## config.mk

```make
export PLATFORM = sky130hd
export DESIGN_NAME = alu_writeback
export DESIGN_NICKNAME = d
export VERILOG_FILES = /design/src/rtl/alu_pkg.sv /design/src/rtl/alu_flag_gen.sv /design/src/rtl/alu_writeback.sv
export SDC_FILE = /design/constraint.sdc
export NUM_CORES = 1
export LEC_CHECK = 0
export ABC_AREA = 1
export CAP_MARGIN = 0
export CORE_ASPECT_RATIO = 0.75
export CORE_MARGIN = 2
export CORE_UTILIZATION = 50
export CTS_CLUSTER_SIZE = 8
export DETAILED_ROUTE_END_ITERATION = 8
export PLACE_DENSITY_LB_ADDON = 0.2
export SYNTH_ARGS = -nofsm -noshare
export SYNTH_HDL_FRONTEND = slang
export SYNTH_HIERARCHICAL = 1
export SYNTH_SLANG_ARGS = --single-unit
```

## constraint.sdc

```tcl
create_clock -name clk -period 2.1 [get_ports clk]
set_clock_uncertainty 0.1 [all_clocks]
set_input_delay 0.315 -clock clk [delete_from_list [all_inputs] [get_ports clk]]
set_output_delay 0.315 -clock clk [all_outputs]
set_load 0.005 [all_outputs]
```

## src/rtl/alu_pkg.sv

```systemverilog
// rtl/alu_pkg.sv - opcode encodings, writeback FSM states and opcode class helpers
package alu_pkg;

  localparam logic [3:0] OP_ADD  = 4'b0001;
  localparam logic [3:0] OP_AND  = 4'b0010;
  localparam logic [3:0] OP_SUB  = 4'b0011;
  localparam logic [3:0] OP_OR   = 4'b0100;
  localparam logic [3:0] OP_XOR  = 4'b0101;
  localparam logic [3:0] OP_MIN  = 4'b0110;
  localparam logic [3:0] OP_JMP  = 4'b0111;
  localparam logic [3:0] OP_MULT = 4'b1000;
  localparam logic [3:0] OP_DIV  = 4'b1001;

  typedef enum logic [1:0] {
    IDLE  = 2'd0,
    WR_LO = 2'd1,
    WR_HI = 2'd2
  } wb_state_e;

  function automatic logic is_wide(input logic [3:0] op);
    return op == OP_MULT;
  endfunction

  // Unlisted encodings fall back to add, so they carry like add/sub.
  function automatic logic is_addsub(input logic [3:0] op);
    case (op)
      OP_AND, OP_OR, OP_XOR, OP_MIN, OP_JMP, OP_MULT, OP_DIV: return 1'b0;
      default:                                               return 1'b1;
    endcase
  endfunction

endpackage

```

## src/rtl/alu_flag_gen.sv

```systemverilog
// rtl/alu_flag_gen.sv - combinational zero/carry flags for a committed ALU result
import alu_pkg::*;

module alu_flag_gen #(
  parameter int N = 8
) (
  input  logic [2*N-1:0] result,
  input  logic [3:0]     op,
  input  logic           wide,
  output logic           zero,
  output logic           carry
);

  assign zero  = wide ? (result == '0) : (result[N-1:0] == '0);
  assign carry = is_addsub(op) ? result[N] : 1'b0;

endmodule

```

## src/rtl/alu_writeback.sv

```systemverilog
// rtl/alu_writeback.sv - ALU result writeback into the register file with status flag update
import alu_pkg::*;

module alu_writeback #(
  parameter int N  = 8,
  parameter int AW = 3
) (
  input  logic           clk,
  input  logic           reset_n,
  input  logic           in_valid,
  output logic           in_ready,
  input  logic [3:0]     in_op,
  input  logic [2*N-1:0] in_result,
  input  logic [AW-1:0]  in_dest,
  output logic           rf_we,
  output logic [AW-1:0]  rf_waddr,
  output logic [N-1:0]   rf_wdata,
  output logic           flag_zero,
  output logic           flag_carry,
  output logic           busy
);

  wb_state_e       state;
  logic [2*N-1:0]  result_q;
  logic [3:0]      op_q;
  logic [AW-1:0]   dest_q;
  logic            wide_q;

  logic            accept;
  logic            hi_step;
  logic [2*N-1:0]  fg_result;
  logic [3:0]      fg_op;
  logic            fg_wide;
  logic            fg_zero;
  logic            fg_carry;

  assign in_ready = (state == IDLE) || (state == WR_LO && !wide_q) || (state == WR_HI);
  assign busy     = (state != IDLE);
  assign accept   = in_valid && in_ready;
  assign hi_step  = (state == WR_LO) && wide_q;

  // One flag generator serves both the narrow write at accept time and the hi write of a mult.
  assign fg_result = hi_step ? result_q : in_result;
  assign fg_op     = hi_step ? op_q : in_op;
  assign fg_wide   = hi_step;

  alu_flag_gen #(.N(N)) u_flag_gen (
    .result (fg_result),
    .op     (fg_op),
    .wide   (fg_wide),
    .zero   (fg_zero),
    .carry  (fg_carry)
  );

  always_ff @(posedge clk or negedge reset_n) begin
    if (!reset_n) begin
      state      <= IDLE;
      result_q   <= '0;
      op_q       <= '0;
      dest_q     <= '0;
      wide_q     <= 1'b0;
      rf_we      <= 1'b0;
      rf_waddr   <= '0;
      rf_wdata   <= '0;
      flag_zero  <= 1'b0;
      flag_carry <= 1'b0;
    end else if (hi_step) begin
      state      <= WR_HI;
      rf_we      <= 1'b1;
      rf_waddr   <= dest_q + AW'(1);
      rf_wdata   <= result_q[2*N-1:N];
      flag_zero  <= fg_zero;
      flag_carry <= fg_carry;
    end else if (accept && in_op != OP_JMP) begin
      state    <= WR_LO;
      result_q <= in_result;
      op_q     <= in_op;
      dest_q   <= in_dest;
      wide_q   <= is_wide(in_op);
      rf_we    <= 1'b1;
      rf_waddr <= in_dest;
      rf_wdata <= in_result[N-1:0];
      if (!is_wide(in_op)) begin
        flag_zero  <= fg_zero;
        flag_carry <= fg_carry;
      end
    end else begin
      // Idle cycle or an accepted jump: no write, flags hold.
      state <= IDLE;
      rf_we <= 1'b0;
    end
  end

endmodule

```

# --- After elaboration in Yosys (flattened, before gate mapping) ---
# Index checks and enable logic that the tools add are counted.
classes:
  n_reduce_logical: 15
  n_mux: 18
  shifts: 0
  div: 0
  bitwise_logic: 1
  eq_ne: 12
  multipliers: 0
  magnitude_cmp: 0
  add_sub_neg: 1
ops:
  columns: ["cell", "n"]
  rows:
  - ["== test 4 x 3 -> 1 bit, second input constant", 4]
  - ["logical NOT 16 bit", 1]
  - ["two-way mux 16 bit", 1]
  - ["two-way mux 8 bit", 2]
  - ["== test 4 bit, second input constant", 3]
  - ["two-way mux 1 bit", 11]
  - ["logical NOT 8 bit", 1]
  - ["OR reduction 7 bit", 1]
  - ["two-way mux 3 bit", 2]
  - ["== test 4 x 2 -> 1 bit, second input constant", 1]
  - ["logical AND 1 bit", 4]
  - ["two-way mux 4 bit", 1]
  - ["inequality test 4 x 3 -> 1 bit, second input constant", 1]
  - ["AND reduction 2 bit", 2]
  - ["nonzero test 2 bit", 2]
  - ["adder 3 x 1 -> 3 bit, second input constant", 1]
  - ["== test 2 x 1 -> 1 bit, second input constant", 1]
  - ["== test 2 bit, second input constant", 1]
  - ["logical NOT 2 bit", 1]
  - ["logical OR 1 bit", 2]
  - ["two-way mux 2 bit", 1]
  - ["inequality test 2 bit, second input constant", 1]
  - ["logical NOT 1 bit", 1]
  - ["inverter 1 bit", 1]
word_totals:
  ramBits: 0
  memories: 0
  reg_bits: 40
  word_cells: 57
  in_bits: 26
  latch_bits: 0
  out_inout_bits: 16
  mem_bits_ro: 0

# --- Depth between registers and ports, before layout ---
# Gate-level depths: netlist of run 1.
depth:
  word_depth: 9
  depth_mapped: 13

# --- By module ---
# Netlist of run 1, hierarchy kept.
modules_own_cells:
  columns: ["mod", "n_inst", "area_each_um2", "seq_area_each_um2", "cells_per_inst"]
  rows:
  - ["alu_writeback", 1, 1798.0, 1001.0, 214]
  - ["alu_flag_gen", 1, 83.8, 0.0, 20]

# --- Worst setup path after synthesis of run 1 ---
# Ideal clock, no wire load.
synth_path:
  path_kind: "register -> register"
  startpoint: "reg state[1]"
  endpoint: "reg flag_carry"
  t_required_ps: 1883
  arrival_time_ps: 1307
  setup_time_ps: 117
  stages_incl_launch_ff: 12
  synth_period_minus_slack_ps: 1524
  slack_ps: 576
  path_buffers: 1
  cell_sequence: "dfrtp_1 > inv_1 > nand3_2 > inv_2 > buf_2 > nand2_1 > o21ai_0 > inv_1 > o21ai_0 > a21boi_0 > nand2_1 > nand2_1"
synth_via:
  elab_chain_len: 9
  elab_cells_between_ends: 26
synth_rtl:
  columns: ["element", "line", "rtl"]
  rows:
  - ["start, declared", "alu_writeback.sv:23", "wb_state_e state;"]
  - ["start signal, assigned", "alu_writeback.sv:57", "state <= IDLE;"]
  - ["start signal, assigned", "alu_writeback.sv:68", "state <= WR_HI;"]
  - ["start signal, assigned", "alu_writeback.sv:75", "state <= WR_LO;"]
  - ["== test 2 x 1 -> 1 bit (*)", "alu_writeback.sv:40", "assign hi_step = (state == WR_LO) && wide_q;"]
  - ["logical AND 1 bit (*)", "alu_writeback.sv:40", null]
  - ["two-way mux 4 bit (*)", "alu_writeback.sv:44", "assign fg_op = hi_step ? op_q : in_op;"]
  - ["net fg_op[1]", "alu_writeback.sv:32", "logic [3:0] fg_op;"]
  - ["== test 4 x 2 -> 1 bit (tied with other cells)", "alu_pkg.sv:26", "case (op)"]
  - ["OR reduction 7 bit (*)", "alu_pkg.sv:26", null]
  - ["two-way mux 1 bit (*)", "alu_flag_gen.sv:15", "assign carry = is_addsub(op) ? result[N] : 1'b0;"]
  - ["net fg_carry", "alu_writeback.sv:35", "logic fg_carry;"]
  - ["two-way mux 1 bit", "alu_writeback.sv:83", "if (!is_wide(in_op)) begin"]
  - ["two-way mux 1 bit", "alu_writeback.sv:74", "end else if (accept && in_op != OP_JMP) begin"]
  - ["two-way mux 1 bit (*)", "alu_writeback.sv:67", "end else if (hi_step) begin"]
  - ["end signal, assigned", "alu_writeback.sv:73", "flag_carry <= fg_carry;"]
  - ["end signal, assigned", "alu_writeback.sv:85", "flag_carry <= fg_carry;"]
  - ["end, declared", "alu_writeback.sv:19", "output logic flag_carry,"]
# The timed path passes the listed nets; every way through them passes the cells marked *. The select of a mux whose other input is x is not followed.
# A chain may end at the register's enable or synchronous reset.

# --- Worst setup path in the final report of run 1 ---
layout_path:
  startpoint: "reg state[0]"
  endpoint: "out busy"
layout_via:
  elab_chain_len: 1
layout_rtl:
  columns: ["element", "line", "rtl"]
  rows:
  - ["nonzero test 2 bit", "alu_writeback.sv:38", "assign busy = (state != IDLE);"]
  - ["end, declared", "alu_writeback.sv:20", "output logic busy"]
# No other way between the ends.

==> results.md, run 1 <==
- Status: finished clean
- Final hold viol count: 0
- Clock tree from TritonCTS: done
- Final setup TNS: 0 ns
- Post-synthesis cell type count: 21
- Register area share after synthesis: 53.2%
- Layout area overhead: 27.4%
- Pre-Repair DR Iteration Count: 4
- Worst Path Class, Setup: flop to output port
- Number of fill cells: 323
- Largest cells by area after synthesis: dfrtp_1 (53%), nand2_1 (12%), nand3_1 (6.9%)
- Ant diodes: 0
- Initial Util: 51.7%
- Worst-path fanout max: 4
- Layout cells sized above 1: 6.16%
- R2R depth: 12
- Footprint of the multi-input gates: about 700 µm²
- Most common cell after layout, fill and taps aside: nand2_1
- Core Region: 0.00364 mm²
- Period utilization: 88.3%
- Non-Filler Instances: about 330
- Vias/cell: around 5.1
- Class of the worst hold path: flop to flop
- Clk slew on worst S/H paths: 0.07 ns
- Initial antenna violation count: 0
- Insertion delay to the later sink of the worst-skew pair: about 0.29 ns
- Reg2reg end: flag_zero
- # H-tree levels: 2
- First-pass GRT wire length: 6680 µm
- Cells after DPL: 320
- Critical-path cell list: or2_2, clkdlybuf4s50_1
- Syn Inst Count: 234
- Worst-margin pin slew: between 0.5 and 0.6 ns
- Final core occ: between 60 and 70%
- CP arrival: 1.44 ns
- TritonCTS Buffers: 5
- Yosys reg bits: 40
- Die Height: 57.1 µm
- Synth top area share: 53.2%
- Crit end category: output port
- Routed WL: 4110 µm
- Placer Congestion: around 0.8
- CP max stage delay: 0.44 ns
- Setup crit start kind: flop
- Commonest non-fill, non-tap cells in the layout: nand2_1 (62), dfrtp_1 (40), clkdlybuf4s50_1 (40)
- Largest net degree at the start of global routing: a little over 40
- Max_cap viols: 0
- Crit path from: state[0]
- Final Max Slew Viols: 0
- FF-to-FF Start: state[1]
- Global Route Usage Sum: 20.9%
- Cell area after synthesis: 0.00188 mm²
- Postcts setup bufs: 0
- CP Capture Point: busy
- Vias in the first global route: 1430
- Die Width: 74.8 µm
- Average size of a mapped cell: 8.04 µm²
- Finished Cell Area: approximately 0.0024 mm²
- Clk sink count: 40
- Area occupied by registers: 0.00100 mm²
- I/O pins: 42
- Row count: 19
- CTS root buffer: clkbuf_8
- Static Leak: 1.16 nW
- Worst Path Required: 1.68 ns
- Fmax achieved: around 540 MHz
- VDD IR max: 0.000651 V
- Resize count post-CTS: 0
- Pwr per Cell Area: 933 mW/mm²
- Vias: 1657
- DR iter-0 viols: 124
- Die area: 0.00428 mm²
- Max clock buf depth: 2
- Syn nets: between 200 and 300
- Yosys top cell by area: dfrtp_1
- Nets@finish: around 300
- R2R Setup Slk: roughly 0.28 ns
- Grt ovf: 0
- ANT nets after route: 0
- Hold buffer count at CTS: 1
- Post-layout minimum cycle time: approximately 1.9 ns
- CP max-delay cell: clkdlybuf4s50_1
- Yosys warning total: 6
- DRC: 0
- Setup-failing EPs final: 0
- DPL Wire Length: 2910 µm
- RSZ-0062 raised after global routing: false
- Placed instance area: 0.00231 mm²
- Rel. slew slack: 66.4%
- Routed wire length per instance: between 10 and 15 µm
- I/O Buffers: 41
[how the worst min path moves through the flow]
stage / slack (ns) / start / cells past startpoint / end
6_report: 0.39 / result_q[10] / 2 / result_q[10]
3_5_place_dp: 0.30 / reset_n / 2 / op_q[2]
4_1_cts: 0.39 / result_q[10] / 2 / result_q[10]
5_1_grt: 0.43 / result_q[11] / 2 / result_q[11]
2_1_floorplan: -0.08 / reset_n / 0 / dest_q[0]
3_3_place_gp: 0.30 / reset_n / 2 / op_q[2]
[synthesized netlist by cell type, drive strengths merged]
master  instances
a21boi          1
buf             9
clkbuf          2
dfrtp          40
ha              1
inv            28
nand2          63
nand3          27
nand4           2
nor2           16
o21a            1
o21ai          43
or2             1
[cells by family after synthesis]
group,synth area share (%)
buf+inv,9.44
compound gates,12.2
fa+ha+maj,0.665
flops,53.2
simple gates,24.5
[metal layers]
metal	global-route usage [%]	part of all wire (%)	vias up
li1	-	-	839
met1	35.0	51	758
met3	5.83	7.7	2
met4	7.65	0.41	0
met2	24.9	41	58
met5	0	0	-
[state kept, by name (all words and copies together) (netlist names)]
signal,cells
dest_q,3
op_q,4
flag_zero,1
wide_q,1
rf_waddr,3
state,2
rf_wdata,8
flag_carry,1
rf_we,1
result_q,16
[critical path, delay by kind of cell (launching register included)]
| family | cells | cell delay (ns) |
|---|---|---|
| and+or+nand+nor | 1 | 0.30 |
| DFF | 1 | 0.41 |
| buffers and inverters | 1 | 0.44 |
[stage by stage]
step           power, W  setup slack (ns)  hold WS (ns)
2_1_floorplan   0.00144             0.576       -0.0806
3_5_place_dp    0.00177             0.280         0.304
3_3_place_gp    0.00176             0.327         0.302
5_1_grt         0.00240             0.100         0.427
6_report        0.00224             0.245         0.392
4_1_cts         0.00226             0.225         0.395
[report_power, final]
group,leakage [nW],internal [W],switching [W],total [W]
combinational,0.628,0.000345,0.000346,0.000691
sequential,0.493,0.000964,0.000103,0.00107
clock,0.0410,0.000226,0.000253,0.000478
[final cells by class]
type,count,area share (%)
Clock buffer,6,3.03
Clock inverter,1,0.209
Inverter,28,4.38
Multi-Input combinational cell,155,29.3
Sequential cell,40,41.8
Tap cell,52,2.71
Timing Repair Buffer,46,18.6
(Power assumes the default switching activity.)
==> run 2: changes to the inputs <==
--- a/config.mk
+++ b/config.mk
@@ -12,7 +12,7 @@
 export CORE_UTILIZATION = 50
 export CTS_CLUSTER_SIZE = 8
 export DETAILED_ROUTE_END_ITERATION = 8
-export PLACE_DENSITY_LB_ADDON = 0.2
+export PLACE_DENSITY = 0.88
 export SYNTH_ARGS = -nofsm -noshare
 export SYNTH_HDL_FRONTEND = slang
 export SYNTH_HIERARCHICAL = 1
==> results.md, run 2 (synthesized netlist as in run 1, its figures left out) <==
- Placer Congestion: 0.833 (+4.1%)
- Status: finished clean
- Commonest non-fill, non-tap cells in the layout: nand2_1 (62), dfrtp_1 (40), clkdlybuf4s50_1 (40)
- I/O pins: 42 (unchanged)
- Largest net degree at the start of global routing: 29 (-29%)
- Final setup TNS: 0 ns (unchanged)
- Vias: 1687 (+1.8%)
- CTS root buffer: clkbuf_8
- Worst Path Buf+Inv: 1 (unchanged)
- Total power: 0.00265 W (+19%)
- Worst Path Required: 1.68 ns (about the same)
- Insertion delay to the later sink of the worst-skew pair: 0.30 ns (about the same)
- Crit end category: output port
- DRC: 0 (unchanged)
- Setup crit start kind: flop
- CP arrival: 1.46 ns (+0.02 ns)
- Die Height: 57.1 µm (unchanged)
- TritonCTS Buffers: 5 (unchanged)
- Nets@finish: 304 (+0.33%)
- Largest register FFs: 16 (unchanged)
- Max clock buf depth: 2 (unchanged)
- Routed wire length per instance: 13.2 µm (+5.2%)
- Worst path top cell family by delay: buffers and inverters
- Post-layout minimum cycle time: 1.87 ns (+0.0178 ns)
- DR iter-0 viols: 255 (+110%)
- WL met2: 1860 µm (+11%)
- Resize count post-CTS: 0 (unchanged)
- Clock tree from TritonCTS: done
- ANT nets after route: 0 (unchanged)
- Critical-path cell list: or2_2, clkdlybuf4s50_1
- Most common cell after layout, fill and taps aside: nand2_1
- Ant diodes: 0 (unchanged)
- Rel. slew slack: 62.7% (-3.8 points)
- Pre-Repair DR Iteration Count: 4 (unchanged)
- Top Layer Used: met4
- Class of the worst hold path: flop to flop
- Vias/cell: 5.11 (+1.2%)
- Fmax achieved: 534 MHz (-0.95%)
- Initial antenna violation count: 0 (unchanged)
- Top reg by flops: result_q
- WL met3: 359 µm (+14%)
- Worst Path Class, Setup: flop to output port
- Final Max Slew Viols: 0 (unchanged)
- Worst-path fanout max: 4 (unchanged)
- Final hold viol count: 0 (unchanged)
- Vias in the first global route: 1518 (+6.2%)
- RSZ-0062 raised after global routing: false
- Cells after DPL: 321 (+0.31%)
- Global Route Usage Sum: 22.5% (+1.7 points)
- Setup-failing EPs final: 0 (unchanged)
- Clk sink count: 40 (unchanged)
- Number of fill cells: 291 (-9.9%)
- Top Registers: result_q (16), rf_wdata (8), op_q (4)
- First-pass GRT wire length: 7160 µm (+7.1%)
- Grt ovf: 0 (unchanged)
- Die Width: 74.8 µm (unchanged)
- # H-tree levels: 2 (unchanged)
- Worst hold slack: 0.388 ns (-0.00381 ns)
- Pwr per Cell Area: 1070 mW/mm² (+14%)
- Routed WL: 4350 µm (+5.8%)
- DPL Wire Length: 3040 µm (+4.5%)
- I/O Buffers: 41 (unchanged)
- Static Leak: 1.20 nW (+3.6%)
- Met1 Wirelength: 2060 µm (-2.1%)
- Layout area overhead: 32.1%
- Initial Util: 51.7% (unchanged)
- Clk slew on worst S/H paths: 0.08 ns (about the same)
- Die area: 0.00428 mm² (unchanged)
- Core Region: 0.00364 mm² (unchanged)
- Row count: 19 (unchanged)
- CP max-delay cell: clkdlybuf4s50_1
- CP max stage delay: 0.44 ns (about the same)
- VDD IR max: 0.000646 V (-0.68%)
- Max_cap viols: 0 (unchanged)
- Non-Filler Instances: 330 (+0.61%)
- Worst-margin pin slew: 0.560 ns (+0.0565 ns)
- Postcts setup bufs: 0 (unchanged)
- Period utilization: 89.2% (+0.85 points)
- Layout cells sized above 1: 7.19% (+1.0 points)
-- run 2: cell count changes in the layout (fill, tap and decap cells not counted), sizes merged --
| cell | before | now |
|---|---|---|
| bufinv | 0 | 3 |
| buf | 5 | 6 |
| clkbuf | 6 | 5 |
| clkinv | 1 | 0 |
-- run 2: worst min-delay path: stages, from the launching register on --
cell,delay [ns]
dfrtp_1,0.35
nand2_1,0.05
o21ai_0,0.06
-- run 2: stage by stage --
step                      utilization [%]  setup WS (ns)  instance area [µm²]
after global routing                 68.4          0.132                 2490
after floorplan                         -          0.576                 1880
final                                68.4          0.227                 2490
after CTS                            68.4          0.223                 2490
after global placement               63.7          0.213                 2320
after detailed placement             63.7          0.150                 2320
-- run 2: worst paths after layout --
kind | start | end | slack [ns] | depth (start not counted)
hold reg to reg | result_q[11] | result_q[11] | 0.39 | 2
setup / recovery | state[0] | busy | 0.23 | 2
min in group asynchronous | reset_n | result_q[3] | 0.44 | 2
setup reg to reg | state[1] | flag_zero | 0.30 | 12
max in group asynchronous | reset_n | rf_wdata[3] | 0.90 | 3
hold / removal | result_q[11] | result_q[11] | 0.39 | 2
-- run 2: timing repair --
item                       in CTS  in global routing
hold buffers                    1                  0
setup endpoints to repair       0                  0
hold endpoints to repair       23                  0
-- run 2: layer usage --
layer | GRT usage (%) | vias up
met3 | 6.01 | 9
met1 | 35.1 | 778
li1 | - | 834
met2 | 30.2 | 66
met5 | 0 | -
met4 | 8.16 | 0
-- run 2: report_power, final --
part           total (W)  internal (W)  switching (W)  leakage (nW)
logic           0.000702      0.000347       0.000355         0.632
registers        0.00108      0.000963       0.000113         0.493
clock network   0.000875      0.000594       0.000281        0.0784
total            0.00265       0.00190       0.000749          1.20
-- run 2: final cells by class --
type                       instances  area, µm²  share of cell area [%]
clock buffer                       5       68.8                    2.77
clock inverter                     3       90.1                    3.62
inverter                          28        105                    4.23
multi-input combinational        155        703                    28.3
sequential                        40       1000                    40.3
tap                               52       65.1                    2.62
timing repair buffer              47        453                    18.2
